## config.mk

```make
export PLATFORM = sky130hd
export DESIGN_NAME = multicycle_controller_flat
export DESIGN_NICKNAME = d
export VERILOG_FILES = /design/src/rtl/multicycle_controller_pkg.sv /design/src/rtl/multicycle_controller_if.sv /design/src/rtl/multicycle_controller_decode.sv /design/src/rtl/multicycle_controller.sv /design/src/flat_wrapper.sv
export SDC_FILE = /design/constraint.sdc
export NUM_CORES = 1
export LEC_CHECK = 0
export ABC_AREA = 1
export BUFFER_PORTS_ARGS = -buffer_cell sky130_fd_sc_hd__buf_2
export CAP_MARGIN = 20
export CORE_AREA = 5 5 45 47
export CTS_BUF_LIST = sky130_fd_sc_hd__clkbuf_4 sky130_fd_sc_hd__clkbuf_8
export DETAILED_ROUTE_END_ITERATION = 7
export DIE_AREA = 0 0 50 52
export PLACE_DENSITY = 0.79
export SETUP_SLACK_MARGIN = 0.2
export SLEW_MARGIN = 25
export SYNTH_ARGS = -nofsm -noshare
export SYNTH_HDL_FRONTEND = slang
export SYNTH_SLANG_ARGS = --single-unit
```

## constraint.sdc

```tcl
create_clock -name clk -period 1 [get_ports clk]
set_input_delay 0.15 -clock clk [delete_from_list [all_inputs] [get_ports clk]]
set_output_delay 0.15 -clock clk [all_outputs]
set_load 0.1 [all_outputs]
```

## src/rtl/multicycle_controller_pkg.sv

```systemverilog
// Shared types for the HMMM multi-cycle controller: opcodes, FSM states,
// register-file write sources and the decoded opcode class bundle.
package hmmm_pkg;

    localparam int PCW = 8;
    localparam int IW  = 10;
    localparam int DW  = 4;

    typedef enum logic [3:0] {
        OP_HALT  = 4'b0000,
        OP_LOADN = 4'b0001,
        OP_ADD   = 4'b0010,
        OP_SUB   = 4'b0011,
        OP_LOAD  = 4'b0100,
        OP_STORE = 4'b0101,
        OP_JUMPN = 4'b1000,
        OP_JEQZN = 4'b1001
    } opcode_t;

    typedef enum logic [2:0] {
        ST_FETCH,
        ST_DECODE,
        ST_EXEC,
        ST_MEM,
        ST_WB,
        ST_HALT
    } state_t;

    typedef enum logic [1:0] {
        SRC_ALU = 2'b00,
        SRC_IMM = 2'b01,
        SRC_MEM = 2'b10
    } reg_src_t;

    typedef struct packed {
        logic is_alu;
        logic is_imm;
        logic is_mem;
        logic is_store;
        logic is_branch;
        logic is_cond;
        logic is_halt;
        logic illegal;
    } op_class_t;

endpackage

```

## src/rtl/multicycle_controller_if.sv

```systemverilog
// Controller <-> datapath/memory bundle: opcode and flags in, strobes out.
// master = controller side, slave = datapath/memory side.
interface multicycle_controller_if #(
    parameter int OPW = 4
);
    logic [OPW-1:0] opcode;
    logic           zero;
    logic           imem_ack;
    logic           dmem_ack;
    logic           imem_req;
    logic           ir_write;
    logic           pc_write;
    logic           pc_src;
    logic           reg_write;
    logic [1:0]     reg_src;
    logic           alu_sub;
    logic           dmem_req;
    logic           dmem_write;
    logic           halted;
    logic           illegal;
    logic [15:0]    retired;

    modport master (
        input  opcode, zero, imem_ack, dmem_ack,
        output imem_req, ir_write, pc_write, pc_src, reg_write, reg_src,
               alu_sub, dmem_req, dmem_write, halted, illegal, retired
    );

    modport slave (
        output opcode, zero, imem_ack, dmem_ack,
        input  imem_req, ir_write, pc_write, pc_src, reg_write, reg_src,
               alu_sub, dmem_req, dmem_write, halted, illegal, retired
    );

endinterface

```

## src/rtl/multicycle_controller_decode.sv

```systemverilog
// Pure combinational opcode classifier; every undefined code is flagged
// illegal so the FSM can halt on it after DECODE.
module ctrl_decode
    import hmmm_pkg::*;
(
    input  logic [3:0] i_opcode,
    output op_class_t  o_class
);

    always_comb begin
        o_class = '0;
        case (i_opcode)
            OP_HALT:  o_class.is_halt = 1'b1;
            OP_LOADN: o_class.is_imm  = 1'b1;
            OP_ADD,
            OP_SUB:   o_class.is_alu  = 1'b1;
            OP_LOAD:  o_class.is_mem  = 1'b1;
            OP_STORE: begin
                o_class.is_mem   = 1'b1;
                o_class.is_store = 1'b1;
            end
            OP_JUMPN: o_class.is_branch = 1'b1;
            OP_JEQZN: begin
                o_class.is_branch = 1'b1;
                o_class.is_cond   = 1'b1;
            end
            default:  o_class.illegal = 1'b1;
        endcase
    end

endmodule

```

## src/rtl/multicycle_controller.sv

```systemverilog
// Multi-cycle sequencing FSM for the 4-bit HMMM datapath.
// Define PERF_CNT_EN to build the retired-instruction counter.
module multicycle_controller
    import hmmm_pkg::*;
#(
    parameter int OPW  = 4,
    parameter int TGTW = 6
) (
    input logic                    clk,
    input logic                    reset,
    multicycle_controller_if.master bus
);

    // The jump target is shifted left by two to form a full PC.
    if (OPW != 4 || TGTW + 2 != PCW || OPW + TGTW != IW) begin : g_bad_width
        $error("multicycle_controller: OPW/TGTW do not match the HMMM instruction format");
    end

    state_t    r_state;
    state_t    w_state_next;
    op_class_t w_class;
    logic      r_illegal;

    ctrl_decode u_decode (
        .i_opcode (bus.opcode),
        .o_class  (w_class)
    );

    // NOTE: sequential state uses non-blocking assignments only, so every
    // flop samples pre-edge values regardless of process ordering.
    always_ff @(posedge clk or negedge reset) begin
        if (!reset) r_state <= ST_FETCH;
        else        r_state <= w_state_next;
    end

    // NOTE: every output gets a default before the case, so no path leaves a
    // signal unassigned and no latch is inferred.
    always_comb begin
        w_state_next   = r_state;
        bus.imem_req   = 1'b0;
        bus.ir_write   = 1'b0;
        bus.pc_write   = 1'b0;
        bus.pc_src     = 1'b0;
        bus.reg_write  = 1'b0;
        bus.reg_src    = SRC_ALU;
        bus.alu_sub    = 1'b0;
        bus.dmem_req   = 1'b0;
        bus.dmem_write = 1'b0;
        bus.halted     = 1'b0;
        // Gating on reset kills imem_req while held in reset, even though the
        // state register already sits in FETCH.
        if (reset) begin
            case (r_state)
                ST_FETCH: begin
                    bus.imem_req = 1'b1;
                    if (bus.imem_ack) begin
                        bus.ir_write = 1'b1;
                        bus.pc_write = 1'b1;
                        w_state_next = ST_DECODE;
                    end
                end
                ST_DECODE: w_state_next = w_class.illegal ? ST_HALT : ST_EXEC;
                ST_EXEC: begin
                    if (w_class.is_alu) begin
                        bus.alu_sub  = bus.opcode[0];
                        w_state_next = ST_WB;
                    end else if (w_class.is_imm) begin
                        w_state_next = ST_WB;
                    end else if (w_class.is_mem) begin
                        w_state_next = ST_MEM;
                    end else if (w_class.is_branch) begin
                        if (!w_class.is_cond || bus.zero) begin
                            bus.pc_write = 1'b1;
                            bus.pc_src   = 1'b1;
                        end
                        w_state_next = ST_FETCH;
                    end else begin
                        w_state_next = ST_HALT;
                    end
                end
                ST_MEM: begin
                    bus.dmem_req   = 1'b1;
                    bus.dmem_write = w_class.is_store;
                    if (bus.dmem_ack) w_state_next = w_class.is_store ? ST_FETCH : ST_WB;
                end
                ST_WB: begin
                    bus.reg_write = 1'b1;
                    bus.reg_src   = w_class.is_alu ? SRC_ALU :
                                    w_class.is_imm ? SRC_IMM : SRC_MEM;
                    bus.alu_sub   = w_class.is_alu & bus.opcode[0];
                    w_state_next  = ST_FETCH;
                end
                ST_HALT:  bus.halted = 1'b1;
                default:  w_state_next = ST_FETCH;
            endcase
        end
    end

    always_ff @(posedge clk or negedge reset) begin
        if (!reset)                                         r_illegal <= 1'b0;
        else if (r_state == ST_DECODE && w_class.illegal)   r_illegal <= 1'b1;
    end

    assign bus.illegal = r_illegal;

`ifdef PERF_CNT_EN
    logic [15:0] r_retired;
    logic        w_retire;

    assign w_retire = (r_state inside {ST_EXEC, ST_MEM, ST_WB}) && (w_state_next == ST_FETCH);

    always_ff @(posedge clk or negedge reset) begin
        if (!reset)        r_retired <= '0;
        else if (w_retire) r_retired <= r_retired + 16'd1;
    end

    assign bus.retired = r_retired;
`else
    assign bus.retired = '0;
`endif

endmodule
```

## src/flat_wrapper.sv

```systemverilog
// flat-port wrapper written by rule: the top's interface ports become plain ports
module multicycle_controller_flat import hmmm_pkg::*;
#(
    parameter int OPW  = 4,
    parameter int TGTW = 6
)
  (clk, reset, bus_opcode, bus_zero, bus_imem_ack, bus_dmem_ack, bus_imem_req, bus_ir_write, bus_pc_write, bus_pc_src, bus_reg_write, bus_reg_src, bus_alu_sub, bus_dmem_req, bus_dmem_write, bus_halted, bus_illegal, bus_retired);
  multicycle_controller_if #(.OPW(OPW)) bus_i ();
  input logic clk;
  input logic reset;
  input wire logic [$bits(bus_i.opcode)-1:0] bus_opcode;
  input wire logic [$bits(bus_i.zero)-1:0] bus_zero;
  input wire logic [$bits(bus_i.imem_ack)-1:0] bus_imem_ack;
  input wire logic [$bits(bus_i.dmem_ack)-1:0] bus_dmem_ack;
  output wire logic [$bits(bus_i.imem_req)-1:0] bus_imem_req;
  output wire logic [$bits(bus_i.ir_write)-1:0] bus_ir_write;
  output wire logic [$bits(bus_i.pc_write)-1:0] bus_pc_write;
  output wire logic [$bits(bus_i.pc_src)-1:0] bus_pc_src;
  output wire logic [$bits(bus_i.reg_write)-1:0] bus_reg_write;
  output wire logic [$bits(bus_i.reg_src)-1:0] bus_reg_src;
  output wire logic [$bits(bus_i.alu_sub)-1:0] bus_alu_sub;
  output wire logic [$bits(bus_i.dmem_req)-1:0] bus_dmem_req;
  output wire logic [$bits(bus_i.dmem_write)-1:0] bus_dmem_write;
  output wire logic [$bits(bus_i.halted)-1:0] bus_halted;
  output wire logic [$bits(bus_i.illegal)-1:0] bus_illegal;
  output wire logic [$bits(bus_i.retired)-1:0] bus_retired;
  assign bus_i.opcode = bus_opcode;
  assign bus_i.zero = bus_zero;
  assign bus_i.imem_ack = bus_imem_ack;
  assign bus_i.dmem_ack = bus_dmem_ack;
  assign bus_imem_req = bus_i.imem_req;
  assign bus_ir_write = bus_i.ir_write;
  assign bus_pc_write = bus_i.pc_write;
  assign bus_pc_src = bus_i.pc_src;
  assign bus_reg_write = bus_i.reg_write;
  assign bus_reg_src = bus_i.reg_src;
  assign bus_alu_sub = bus_i.alu_sub;
  assign bus_dmem_req = bus_i.dmem_req;
  assign bus_dmem_write = bus_i.dmem_write;
  assign bus_halted = bus_i.halted;
  assign bus_illegal = bus_i.illegal;
  assign bus_retired = bus_i.retired;
  multicycle_controller #(.OPW(OPW), .TGTW(TGTW)) u_core (.clk(clk), .reset(reset), .bus(bus_i));
endmodule
```

* Yosys cells after proc, flatten, opt, wreduce, memory -nomap -nowiden
Cells that the tools add are included.
** Storage, ports and cells
- Register bits :: 4
- Input port bits :: 9
- Output and inout port bits :: 28
- Word-level logic and storage cells :: 73
** Operators by class
- Equality and inequality tests :: 14
- Mux-type cells :: 45
- Bitwise logic cells :: 2
- Reduce and logical (&&, ||, !) cells :: 10
** Operator list (number)
- $mux 1 :: 30
- $mux 3 :: 8
- $pmux 3 s5 :: 1
- $eq 4x2->1 const B :: 2
- $eq 4x3->1 const B :: 2
- $eq 4x4->1 const B :: 2
- $mux 2 :: 4
- $reduce_or 8->1 :: 1
- $eq 3x2->1 const B :: 2
- $eq 3x3->1 const B :: 2
- $reduce_or 2->1 :: 3
- $eq 4x1->1 const B :: 1
- $logic_not 4->1 :: 1
- $ne 2x2->1 const B :: 2
- $pmux 1 s2 :: 2
- $reduce_and 4->1 :: 1
- $eq 3x1->1 const B :: 1
- $logic_not 3->1 :: 1
- $and 1x1->1 :: 1
- $logic_and 1x1->1 :: 1
- $logic_not 1->1 :: 1
- $logic_or 1x1->1 :: 1
- $not 1->1 :: 1

* Longest topological paths before layout
- Depth in word-level cells :: 11
- Mapped depth :: 7
- Gate-level depth less buffers :: 7

* By module
A second synthesis with hierarchy kept.
** Unflattened totals
- Cells, all modules :: 111
- Area, all modules :: 629.4 sq um
** Modules (own cells, without submodules)
- multicycle_controller :: times used 1, cells each 93, area an instance 555.5 sq um, sequential area each 100.1 sq um
- ctrl_decode :: times used 1, cells each 18, area an instance 73.8 sq um, sequential area each 0.0 sq um

* Least setup slack after synthesis
No wires, ideal clock.
- Path type :: register to output
- Start point :: register u_core.r_state[0]
- End point :: output bus_alu_sub
- Arrival :: 2.781 ns
- Data required time :: 0.850 ns
- Path slack :: -1.931 ns
- Stages on the path, launching flop included :: 6
- Buffers on the path :: 0
- Cells stage by stage :: dfrtp_1 -> inv_1 -> nand2_1 -> nor2_2 -> nor2_1 -> nor3_1
** On the way
- Cells in the longest elaborated chain, start to end :: 3
- Elaborated cells between the ends (all ways) :: 4
- Those cells by class :: eq/ne (2); mux (2)
** Ends and longest elaborated chain
- start: declaration :: line multicycle_controller.sv:19 : state_t r_state;
- start signal: assignment :: line multicycle_controller.sv:33 : else r_state <= w_state_next;
- $eq 3x3->1 or $eq 3x2->1 (tied branches) :: line multicycle_controller.sv:53 : case (r_state)
- $pmux 1 s2 (*) :: line multicycle_controller.sv:53
- $mux 1 (*) :: line multicycle_controller.sv:52 : if (reset) begin
- end: declaration :: line flat_wrapper.sv:21 : output wire logic [$bits(bus_i.alu_sub)-1:0] bus_alu_sub;
Every way passes the cells marked *; elsewhere a longest branch is shown, timed or not.

* Worst setup path in the final report
- Start point :: register u_core.r_state[1]
- End point :: output bus_pc_write
** On the way
- Cells in the longest elaborated chain, start to end :: 3
- Elaborated cells between the ends (all ways) :: 4
- Those cells by class :: eq/ne (1); mux (2); reduce/logical (1)
** Ends and longest elaborated chain
- $eq 3x2->1 or $logic_not 3->1 (tied branches) :: line multicycle_controller.sv:53
- $pmux 1 s2 (*) :: line multicycle_controller.sv:53
- $mux 1 (*) :: line multicycle_controller.sv:52
- end: declaration :: line flat_wrapper.sv:17 : output wire logic [$bits(bus_i.pc_write)-1:0] bus_pc_write;
Marks and branches as above.

==> summary.md <==
| Metric | Value |
|---|---|
| Status | `complete, but fails checks` |
| Violated checks | `negative setup slack` |
| Post-synthesis sequential area ratio | `0.1814` |
| Clk_skew | `0.008152 ns` |
| Total negative setup slack | `-6.872 ns` |
| Worst hold slack | `0.3983 ns` |
| CP startpoint | `u_core.r_state[1]` |
| Final instance area | `1231 um^2` |
| GR Layer Usage met2 | `0.3285` |
| Routed len/inst | `14.07 um` |
| Filler instances | `91` |
| Max Transition Viols Final | `0` |
| R2R Path Start | `u_core.r_state[1]` |
| Initial core utilization | `0.3419` |
| Post-route ant nets | `0` |
| HP Class | `input port to flip-flop` |
| H-tree levels | `1` |
| Maxcap violations | `0` |
| Via count | `775` |
| Final min period | `1.583 ns` |
| Core Rows | `15` |
| Clock Latency Late Sink | `0.23 ns` |
| Die width | `50 um` |
| Worst setup margin | `-0.5830 ns` |
| Global routing's busiest layer | `met2` |
| Count of state elements after synthesis | `4` |
| DRT Pass-1 Iters | `4` |
| Syn Inst Count | `94` |
| Vias in the first global route | `769` |
| Finish-stage setup viols | `16` |
| Die area | `2600 um^2` |
| Global-route wire length before repair | `3519 um` |
| Reg2Reg Setup Slack | `-0.32 ns` |
| TritonCTS clock tree | `built` |
| CP max FO | `7` |
| Finished Layout Cells | `159` |
| Worst Setup EP | `bus_pc_write` |
| Initial antenna violation count | `0` |
| Diode count | `0` |
| RR Endpoint | `u_core.r_state[0]` |
| Pre-CTS setup slack | `-0.4129 ns` |
| Clock sink count | `4` |
| Distinct cell type count after synthesis | `17` |
| Setup CP Type | `flip-flop to primary output` |
| Power Total | `2.947 mW` |
| Met3 usage | `0.06877` |
| Ratio of cells with drive above 1 in the final layout | `0.5845` |
| Critical path launch point type | `flip-flop` |
| Worst path arrival time | `1.43 ns` |
| Port bufs | `20` |
| Final wirelength | `2237 um` |
| Placed Instances | `147` |
| Power density over cell area | `2393 nW/um^2` |
| TritonCTS Buffers | `3` |
| Synthesized area | `551.8 um^2` |
| Register clock-pin slew on the reported worst setup and hold paths | `0.04 ns` |
| Placed wire-length estimate | `1581 um` |
| Endpoints failing hold | `0` |
| Synthesis-to-finish area growth | `123.1%` |
| Post-synthesis average cell area | `5.870 um^2` |
| Core area | `1614 um^2` |
| Total GRT Usage | `0.1711` |
| First DRT Iteration DRCs | `15` |
| Syn. warnings | `0` |
| Root Buffer | `clkbuf_4` |
| DRC | `0` |
| Top Ports | `37` |
| Nets | `152` |
| Dpl cell area | `1033 um^2` |
| Leak | `0.5924 nW` |
| Top achievable clock speed | `0.6317 GHz` |
| VDD IR max | `1.871 mV` |
| Worst EP required | `0.85 ns` |
| Via density | `4.874` |
| Grt total ovfl | `0` |
| Reg2Reg Depth | `6` |
| Die height | `52 um` |
| GPL Wtd Cong | `0.8766` |
| Met1 GRT Util | `0.1641` |
| Bufs on Longest Clock Path | `2` |
| Critical Path End Type | `primary output` |
| Post-layout util | `0.7628` |
| Unrepaired setup endpoints after global routing | `yes` |
| Largest net degree at the start of global routing | `8` |
| Final cycle utilization of the critical path | `1.583` |
where the power goes:
group / leakage, nW / internal, mW / switching (mW) / total (mW)
Clock: 0.0184 / 0.176 / 0.0590 / 0.235
Combinational: 0.530 / 0.850 / 1.49 / 2.34
Sequential: 0.0437 / 0.229 / 0.146 / 0.375
Total: 0.592 / 1.26 / 1.69 / 2.95
metal layers:
layer / vias up / wire (um)
li1: 362 / -
met1: 364 / 667
met2: 41 / 1316
met3: 8 / 189
met4: 0 / 63
met5: - / 0
cell usage in the layout, fill, tap and decap left out:
master	instances
nor3_2	1
clkinvlp_4	1
o21ai_1	2
nor2_4	10
clkbuf_4	4
buf_6	5
dfrtp_4	1
nand4_1	1
buf_2	8
nor3_4	3
nand3b_1	1
o22ai_4	1
nor2_2	1
nand2_1	18
nand2_4	2
nand3_1	7
nand2_2	4
nor2_1	4
a21oi_4	1
buf_4	19
nand3_4	3
inv_4	1
dfrtp_2	3
inv_2	2
inv_1	9
dlygate4sd3_1	1
buf_12	12
conb_1	16
nand4_2	1
what timing repair did:
action	in CTS	in global routing
hold buffers	1	0
gates resized for setup	12	15
endpoints found under the hold margin	4	0
pin swaps	8	9
setup buffers	3	4
setup endpoints to repair	16	16
state kept, by name, summed over array words and instances, names as in the netlist:
register / count
u_core.bus.illegal: 1
u_core.r_state: 3
cells in the mapped netlist:
cell | n | share of area
nand2_1 | 24 | 0.16
nor2_1 | 11 | 0.075
nand4_2 | 1 | 0.023
o21ai_1 | 2 | 0.018
buf_4 | 16 | 0.22
nand3b_1 | 1 | 0.014
inv_1 | 12 | 0.082
dfrtp_1 | 4 | 0.18
conb_1 | 1 | 0.0068
a21oi_1 | 1 | 0.0091
nor2_2 | 4 | 0.045
o22ai_1 | 1 | 0.011
nand4_1 | 1 | 0.011
nor3_2 | 1 | 0.018
nand3_1 | 10 | 0.091
inv_2 | 1 | 0.0068
nor3_1 | 3 | 0.027
worst max-delay path, cell delays in order, from the launching register on:
cell	delay, ns
dfrtp_2	0.48
nor2_4	0.21
nand3_4	0.13
o22ai_4	0.19
buf_12	0.20
layout make-up:
type                       instances  area, um^2  share of cell area
multi-input combinational         76       528.0              0.4289
timing repair buffer              45       489.2              0.3974
sequential                         4       107.6             0.08740
inverter                          13       55.05             0.04472
clock buffer                       4       30.03             0.02439
tap                               17       21.27             0.01728
worst min path at each step:
stage	start	end	slack, ns	depth (start not counted)
2_1_floorplan	reset	u_core.r_state[0]	-0.15	0
3_3_place_gp	reset	u_core.bus.illegal	0.09	2
3_5_place_dp	reset	u_core.r_state[1]	0.1	2
4_1_cts	bus_dmem_ack	u_core.r_state[2]	0.37	6
5_1_grt	bus_dmem_ack	u_core.r_state[2]	0.41	6
6_report	bus_dmem_ack	u_core.r_state[2]	0.40	6
cell families after synthesis:
group / share of synthesized area
AOI/OAI and AO/OA: 0.03855
buffers and inverters: 0.3061
DFF: 0.1814
other: 0.006796
and+or+nand+nor: 0.4671
Power figures use the tool's default switching activity.
